[config.mk]
export PLATFORM = sky130hd
export DESIGN_NAME = alu_issue_arbiter
export DESIGN_NICKNAME = d
export VERILOG_FILES = /design/src/rtl/alu_pkg.sv /design/src/rtl/alu_rr_arb2.sv /design/src/rtl/alu_issue_arbiter.sv
export SDC_FILE = /design/constraint.sdc
export NUM_CORES = 1
export LEC_CHECK = 0
export BUFFER_PORTS_ARGS = -buffer_cell sky130_fd_sc_hd__buf_2
export CORE_ASPECT_RATIO = 2
export CORE_UTILIZATION = 42
export CTS_BUF_LIST = sky130_fd_sc_hd__clkbuf_4 sky130_fd_sc_hd__clkbuf_8
export DETAILED_ROUTE_END_ITERATION = 8
export GPL_TIMING_DRIVEN = 0
export PLACE_DENSITY = 0.79
export SETUP_SLACK_MARGIN = 0.4
export SKIP_LAST_GASP = 1
export SYNTH_ARGS = -nofsm -noshare
export SYNTH_HDL_FRONTEND = slang
export SYNTH_SLANG_ARGS = --single-unit
[constraint.sdc]
create_clock -name clk -period 2.22 [get_ports clk]
set_clock_uncertainty 0.15 [all_clocks]
set_input_delay 0.333 -clock clk [delete_from_list [all_inputs] [get_ports clk]]
set_output_delay 0.333 -clock clk [all_outputs]
set_load 0.05 [all_outputs]
[src/rtl/alu_pkg.sv]
// Shared definitions for the ALU issue path: opcodes, instruction type, flag
// bit positions, issue FSM encoding and the legal-opcode predicate.
package alu_pkg;

    localparam logic [4:0] OP_ADD = 5'b00011;
    localparam logic [4:0] OP_SUB = 5'b00100;
    localparam logic [4:0] OP_MUL = 5'b00101;
    localparam logic [4:0] OP_AND = 5'b00110;
    localparam logic [4:0] OP_OR  = 5'b00111;
    localparam logic [4:0] OP_XOR = 5'b01000;
    localparam logic [4:0] OP_NOT = 5'b01001;
    localparam logic [4:0] OP_SHL = 5'b01010;
    localparam logic [4:0] OP_SHR = 5'b01011;
    localparam logic [4:0] OP_INC = 5'b01100;
    localparam logic [4:0] OP_DEC = 5'b01101;
    localparam logic [4:0] OP_MOV = 5'b01110;
    localparam logic [4:0] OP_NEG = 5'b01111;
    localparam logic [4:0] OP_EQ  = 5'b10000;
    localparam logic [4:0] OP_NE  = 5'b10001;
    localparam logic [4:0] OP_GT  = 5'b10010;
    localparam logic [4:0] OP_GE  = 5'b10011;
    localparam logic [4:0] OP_LT  = 5'b11001;

    localparam logic [1:0] TYPE_ALU = 2'b00;

    localparam int FLAG_C = 3;
    localparam int FLAG_V = 2;
    localparam int FLAG_B = 1;
    localparam int FLAG_Z = 0;

    localparam logic [1:0] ST_IDLE  = 2'd0;
    localparam logic [1:0] ST_ISSUE = 2'd1;
    localparam logic [1:0] ST_RESP  = 2'd2;

    // Opcodes the ALU actually implements: two contiguous ranges plus LT.
    function automatic logic is_legal_opcode(input logic [4:0] opcode);
        return ((opcode >= OP_ADD) && (opcode <= OP_NEG)) ||
               ((opcode >= OP_EQ)  && (opcode <= OP_GE))  ||
               (opcode == OP_LT);
    endfunction

endpackage

[src/rtl/alu_rr_arb2.sv]
// Two-way request arbiter: round-robin on ties, or fixed priority to port 0.
// last_grant resets to 1 so that port 0 wins the first tie.
module alu_rr_arb2
    import alu_pkg::*;
#(
    parameter bit FIXED_PRIO = 1'b0
) (
    input  logic clk,
    input  logic rst,
    input  logic valid0,
    input  logic valid1,
    input  logic accept,
    output logic grant
);

    logic last_grant;

    always_comb begin
        // NOTE: every path assigns grant because of this default, so no latch is inferred.
        grant = 1'b0;
        if (valid0 && valid1) begin
            grant = FIXED_PRIO ? 1'b0 : ~last_grant;
        end else if (valid1) begin
            grant = 1'b1;
        end
    end

    // NOTE: sequential state uses non-blocking assignment so all flops sample the pre-edge values.
    always_ff @(posedge clk or posedge rst) begin
        if (rst) begin
            last_grant <= 1'b1;
        end else if (accept) begin
            last_grant <= grant;
        end
    end

endmodule

[src/rtl/alu_issue_arbiter.sv]
// Shares one 16-bit ALU between the execute stage (port 0) and the debug issuer
// (port 1). Optional opcode screening is built with ALU_ISSUE_OPCODE_CHECK_EN.
module alu_issue_arbiter
    import alu_pkg::*;
#(
    parameter int SETTLE_CYCLES = 1,
    parameter bit FIXED_PRIO    = 1'b0
) (
    input  logic        clk,
    input  logic        rst,

    input  logic        req0_valid,
    output logic        req0_ready,
    input  logic [1:0]  req0_type,
    input  logic [4:0]  req0_opcode,
    input  logic [15:0] req0_r1,
    input  logic [15:0] req0_r2,

    input  logic        req1_valid,
    output logic        req1_ready,
    input  logic [1:0]  req1_type,
    input  logic [4:0]  req1_opcode,
    input  logic [15:0] req1_r1,
    input  logic [15:0] req1_r2,

    output logic        rsp_valid,
    input  logic        rsp_ready,
    output logic        rsp_id,
    output logic [15:0] rsp_acc,
    output logic [3:0]  rsp_flags,
    output logic        rsp_err,

    output logic        alu_clk_enable,
    output logic [1:0]  alu_type,
    output logic [4:0]  alu_opcode,
    output logic [15:0] alu_r1,
    output logic [15:0] alu_r2,
    input  logic [15:0] alu_acc,
    input  logic        alu_carry,
    input  logic        alu_overflow,
    input  logic        alu_bool,
    input  logic        alu_zero,

    output logic        busy
);

    logic [1:0]  state;
    logic [2:0]  settle_cnt;
    logic        idle;
    logic        grant;
    logic        accept;
    logic        settle_last;
    logic        reject;

    logic [1:0]  sel_type;
    logic [4:0]  sel_opcode;
    logic [15:0] sel_r1;
    logic [15:0] sel_r2;

    assign idle        = (state == ST_IDLE);
    assign busy        = ~idle;
    assign req0_ready  = idle & ~grant;
    assign req1_ready  = idle & grant;
    assign accept      = (req0_valid & req0_ready) | (req1_valid & req1_ready);
    assign settle_last = (settle_cnt == 3'(SETTLE_CYCLES - 1));

    assign sel_type   = grant ? req1_type   : req0_type;
    assign sel_opcode = grant ? req1_opcode : req0_opcode;
    assign sel_r1     = grant ? req1_r1     : req0_r1;
    assign sel_r2     = grant ? req1_r2     : req0_r2;

    alu_rr_arb2 #(
        .FIXED_PRIO (FIXED_PRIO)
    ) u_arb (
        .clk    (clk),
        .rst    (rst),
        .valid0 (req0_valid),
        .valid1 (req1_valid),
        .accept (accept),
        .grant  (grant)
    );

`ifdef ALU_ISSUE_OPCODE_CHECK_EN
    logic rsp_err_q;

    assign reject  = (sel_type != TYPE_ALU) || !is_legal_opcode(sel_opcode);
    assign rsp_err = rsp_err_q;

    always_ff @(posedge clk or posedge rst) begin
        if (rst) begin
            rsp_err_q <= 1'b0;
        end else if (accept) begin
            rsp_err_q <= reject;
        end
    end
`else
    assign reject  = 1'b0;
    assign rsp_err = 1'b0;
`endif

    always_ff @(posedge clk or posedge rst) begin
        if (rst) begin
            state          <= ST_IDLE;
            settle_cnt     <= 3'd0;
            alu_clk_enable <= 1'b0;
            alu_type       <= 2'd0;
            alu_opcode     <= 5'd0;
            alu_r1         <= 16'd0;
            alu_r2         <= 16'd0;
            rsp_valid      <= 1'b0;
            rsp_id         <= 1'b0;
            rsp_acc        <= 16'd0;
            rsp_flags      <= 4'd0;
        end else begin
            case (state)
                ST_IDLE: begin
                    if (accept) begin
                        alu_type   <= sel_type;
                        alu_opcode <= sel_opcode;
                        alu_r1     <= sel_r1;
                        alu_r2     <= sel_r2;
                        rsp_id     <= grant;
                        settle_cnt <= 3'd0;
                        if (reject) begin
                            // Rejected ops never reach the ALU; RESP raises rsp_valid one edge later.
                            rsp_acc   <= 16'd0;
                            rsp_flags <= 4'd0;
                            state     <= ST_RESP;
                        end else begin
                            alu_clk_enable <= 1'b1;
                            state          <= ST_ISSUE;
                        end
                    end
                end

                ST_ISSUE: begin
                    settle_cnt <= settle_cnt + 3'd1;
                    if (settle_last) begin
                        rsp_acc                <= alu_acc;
                        rsp_flags[FLAG_C]      <= alu_carry;
                        rsp_flags[FLAG_V]      <= alu_overflow;
                        rsp_flags[FLAG_B]      <= alu_bool;
                        rsp_flags[FLAG_Z]      <= alu_zero;
                        rsp_valid              <= 1'b1;
                        alu_clk_enable         <= 1'b0;
                        state                  <= ST_RESP;
                    end
                end

                ST_RESP: begin
                    if (!rsp_valid) begin
                        rsp_valid <= 1'b1;
                    end else if (rsp_ready) begin
                        rsp_valid <= 1'b0;
                        state     <= ST_IDLE;
                    end
                end

                default: begin
                    state          <= ST_IDLE;
                    alu_clk_enable <= 1'b0;
                    rsp_valid      <= 1'b0;
                end
            endcase
        end
    end

endmodule

[Word-level counts from Yosys, hierarchy flattened]
Index checks and enable logic that the tools add are counted.
Widths: inputs -> output; s select.
Word-level totals
  register bits after elaboration: 68
  input port bits: 103
  output and inout bits: 66
  logic and storage cells: 58
Operators by class
  $add $sub $neg: 1
  equal/unequal tests: 6
  muxes and demuxes: 20
  bitwise operators: 9
  reductions and logical operators: 10
Operators by type and width (count)
  $mux 16: 2
  $mux 2: 5
  $reduce_and 2->1: 4
  $mux 1: 7
  $ne 2x2->1 const B: 3
  $pmux 1 s3: 2
  $pmux 2 s3: 1
  $pmux 3 s2: 1
  $mux 5: 1
  $and 1x1->1: 4
  $not 1->1: 4
  $reduce_and 4->1: 1
  $add 3x1->3 const B: 1
  $logic_not 3->1: 1
  $mux 3: 1
  $reduce_and 3->1: 1
  $eq 2x1->1 const B: 1
  $eq 2x2->1 const B: 1
  $logic_not 2->1: 1
  $ne 2x1->1 const B: 1
  $reduce_bool 2->1: 1
  $logic_and 1x1->1: 1
  $or 1x1->1: 1

[Longest topological paths before layout]
  depth after elaboration: 8
  mapped depth: 8
  mapped depth without buffers: 5

[Modules after synthesis]
Synthesis repeated with hierarchy kept, for this count alone.
Unflattened totals
  cell total of the unflattened synthesis: 274
  area, all modules: 3138.0 um^2
By module, submodules not included
  alu_issue_arbiter: times used 1, cells each 270, area an instance 3081.7 um^2, sequential area each 1676.6 um^2
  alu_rr_arb2: times used 1, cells each 4, area an instance 56.3 um^2, sequential area each 26.3 um^2

[Worst setup path before layout]
OpenSTA, ideal clock, no wires.
  path type: register -> output
  from: register state[0]
  to: output req1_ready
  arrival: 1512 ps
  data required time: 1737 ps
  path slack: 225 ps
  cell stages (with the launch flop): 6
  buffers on the path: 1
  cell sequence: dfrtp_1 inv_1 ha_1 buf_2 inv_1 nor2_2
On the way
  word-level cells in the longest chain between the ends: 2
Ends and longest elaborated chain
  from (decl): line alu_issue_arbiter.sv:47  | logic [1:0] state;
  from (signal assigned): line alu_issue_arbiter.sv:103  | state <= ST_IDLE;
  from (signal assigned): line alu_issue_arbiter.sv:128  | state <= ST_RESP;
  from (signal assigned): line alu_issue_arbiter.sv:131  | state <= ST_ISSUE;
  $logic_not 2->1: line alu_issue_arbiter.sv:60  | assign idle = (state == ST_IDLE);
  named net idle: line alu_issue_arbiter.sv:49  | logic idle;
  $and 1x1->1: line alu_issue_arbiter.sv:63  | assign req1_ready = idle & grant;
  to (decl): line alu_issue_arbiter.sv:20  | output logic req1_ready,
The timed path passes the listed nets, and every way through them passes these cells.

[Final worst setup path]
  from: register u_arb.last_grant
  to: output req0_ready
On the way
  word-level cells in the longest chain between the ends: 4
Ends and longest elaborated chain
  from (decl): line alu_rr_arb2.sv:16  | logic last_grant;
  from (signal assigned): line alu_rr_arb2.sv:33  | last_grant <= grant;
  $not 1->1: line alu_rr_arb2.sv:22  | grant = FIXED_PRIO ? 1'b0 : ~last_grant;
  $mux 1: line alu_rr_arb2.sv:21  | if (valid0 && valid1) begin
  $not 1->1: line alu_issue_arbiter.sv:62  | assign req0_ready = idle & ~grant;
  $and 1x1->1: line alu_issue_arbiter.sv:62
  to (decl): line alu_issue_arbiter.sv:13  | output logic req0_ready,
No other way between the ends.

==> out/qor.csv <==
metric;value;unit
status;finished clean;
die width;63.13;µm
setup TNS;0;ns
Yosys reg bits;68;
most instantiated cells after synthesis;dfrtp_1, mux2i_1, nand2_1, o21ai_1, mux2_2;
Sink Count;68;
Die ar.;7845;µm²
slew margin rel.;47.78;%
Detailed Place HPWL;5.758;mm
Most used DFF post-synth;dfrtp_1;
Worst EP arrival;1.46;ns
Leak;0.002502;µW
crit-path leading delay family;flip-flops;
Final period util;87.48;%
pwr dens;1774;nW/µm²
synth top area cells;dfrtp_1, mux2i_1, mux2_2;
share of the synthesized area in the top cell type;53.41;%
FP Rows;44;
clk_lat worst skew;0.33;ns
RSZ-0062 raised after global routing;yes;
Max stage delay on crit path;0.53;ns
mux cell area share after synthesis;20.65;%
root buffer cell;clkbuf_8;
core area;7267;µm²
Antenna Cells;0;
crit end category;output port;
initial DRC count;66;
Data required, critical path;1.74;ns
sequential share of the synthesized area;54.24;%
simple-gate share of the synthesized area;6.815;%
count of pins over their slew limit;0;
drt pass-1 iters;4;
drt wl/cell;13.97;µm
Adder-Cell Fraction of Synth Area;2.391;%
Reg clk slew, reported paths;0.07;ns
Hold WC Path Type;in -> reg;
Max Fclk;0.5149;GHz
Crit Path Category;reg -> out;
DRC Markers;0;
layout cells sized above 1;53.52;%
CTS tree;done;
final setup vio count;0;
first-pass GRT wire length;11.97;mm
crit path launch type;flip-flop;
largest family of logic cells by synthesized area;multiplexers;
placed insts;526;
fin nets;573;
post-detailed-route count of antenna-violating nets;0;
Die Ht;124.3;µm
total CTS buffers;9;
worst slew pin tran;0.7817;ns
initial antenna violation count;0;
Peak VDD IR;0.001002;V
Placer Congestion;0.7641;
buffers and inverters on the worst path;3;
Total GRT Usage;20.01;%
Layout Cells excl Fill;561;
R2R setup slack;0.30;ns
CP Max Fanout;3;
maximum clock insertion buffer count;2;
routed wire length;7.836;mm
Congestion Overflow GR;0;
Synth Area in Compound Gates;10.00;%
io pins;169;
Post-synth ARST share;100.0;%
cell with the most instances after synthesis;dfrtp_1;
YS warnings;0;
Synth area leader;dfrtp_1;
Mapped Area;3139;µm²
slowest stage cell, crit path;dfstp_2;
xor and xnor area share after synthesis;0;%
Buffers on Ports;167;
post-synthesis instance total;266;
H-tree depth;3;
max_cap viols;0;
Post-synth EDFFs;0;
vias per cell;4.834;
distinct cell type count after synthesis;34;
detailed-route via count;2712;
area added between synthesis and finish;46.59;%
syn_nets;375;
crit path time final;1.942;ns
largest net degree at the start of global routing;37;
Starting Density;43.20;%
Syn Area/Cell;11.80;µm²
worst path cell trace;a21bo_1 -> buf_6 -> buf_12 -> and2_4 -> buf_8;
endpoints failing hold;0;
vias in the first global route;2701;
[placed cells by master (no fill, tap or decap), types with 2 or more instances in the layout]
cell type / n
inv_2: 2
buf_4: 13
ha_1: 4
a21o_1: 2
clkinvlp_4: 2
buf_2: 165
o21ai_0: 2
o21ai_1: 38
ha_4: 2
clkbuf_1: 6
dfrtp_1: 67
inv_1: 4
clkbuf_4: 5
a21oi_1: 2
buf_12: 5
clkbuf_8: 10
mux2_2: 15
mux2_4: 7
clkinv_2: 2
nand2_1: 40
nand3b_1: 2
buf_8: 3
mux2i_1: 39
buf_6: 11
[worst paths after layout]
path / start / endpoint / depth (start not counted)
setup / recovery: u_arb.last_grant / req0_ready / 5
hold / removal: alu_acc[13] / rsp_acc[13] / 2
setup reg to reg: state[0] / rsp_acc[0] / 8
hold reg to reg: alu_r2[13] / alu_r2[13] / 2
max in group asynchronous: rst / u_arb.last_grant / 4
min in group asynchronous: rst / rsp_acc[7] / 3
[final cells by class]
cell class | instances | area [µm²]
Clock buffer | 14 | 167.7
Buffer | 18 | 181.4
Multi-Input combinational cell | 172 | 1336
Timing Repair Buffer | 187 | 1051
Clock inverter | 2 | 10.01
Fill cell | 609 | 2665
Inverter | 8 | 37.54
Sequential cell | 68 | 1703
Tap cell | 92 | 115.1
[power by group]
group	leakage, µW	internal [µW]	switching (µW)
Combinational	0.00158	1680	3400
Sequential	0.000825	1870	303
Clock	0.0000981	483	424
Total	0.00250	4040	4130
[state kept, by name (all words and copies together) (netlist names)]
register	count
settle_cnt	3
rsp_flags	4
alu_r2	16
alu_type	2
rsp_valid	1
u_arb.last_grant	1
alu_opcode	5
rsp_acc	16
alu_r1	16
rsp_id	1
alu_clk_enable	1
state	2
[stage by stage]
step	hold WS, ns	cell area (µm²)	total power (µW)	worst slack, ns	util [%]
final	0.07683	4602	8164	0.2779	63.33
after floorplan	0.2560	3171	5708	0.4004	-
after detailed placement	0.3177	4141	6792	0.3492	56.99
after global routing	0.05928	4602	8596	0.2055	63.33
after CTS	0.05648	4422	7865	0.2467	60.85
after global placement	0.3072	4121	6675	0.3664	56.71
[routing by layer]
metal	track usage, %	part of all wire [%]
met2	37.07	56
met5	0	0
met1	20.36	37
met4	9.576	2.2
met3	4.396	4.3
[logic make-up after synthesis]
group                    after synthesis
AND/OR/NAND/NOR                       48
other                                  1
multiplexers                          62
adder cells (fa/ha/maj)                6
flip-flops                            68
AO/OA/AOI/OAI                         55
buffers and inverters                 26
[timing repair]
action                                  in CTS  in global routing
endpoints found under the setup margin      13                 37
gates resized for setup                     10                 35
pin swaps                                    2                  3
hold buffers                                 1                  0
cloned                                       0                  2
endpoints found under the hold margin       27                  0
setup buffers                                8                  8
[worst reg2reg max path: cells and delay by family (launching register included)]
family	cells	cell delay, ns
mux	1	0.33
buf+inv	5	0.64
flops	1	0.39
simple gates	1	0.15
fa+ha+maj	1	0.15
Power figures use the tool's default switching activity.
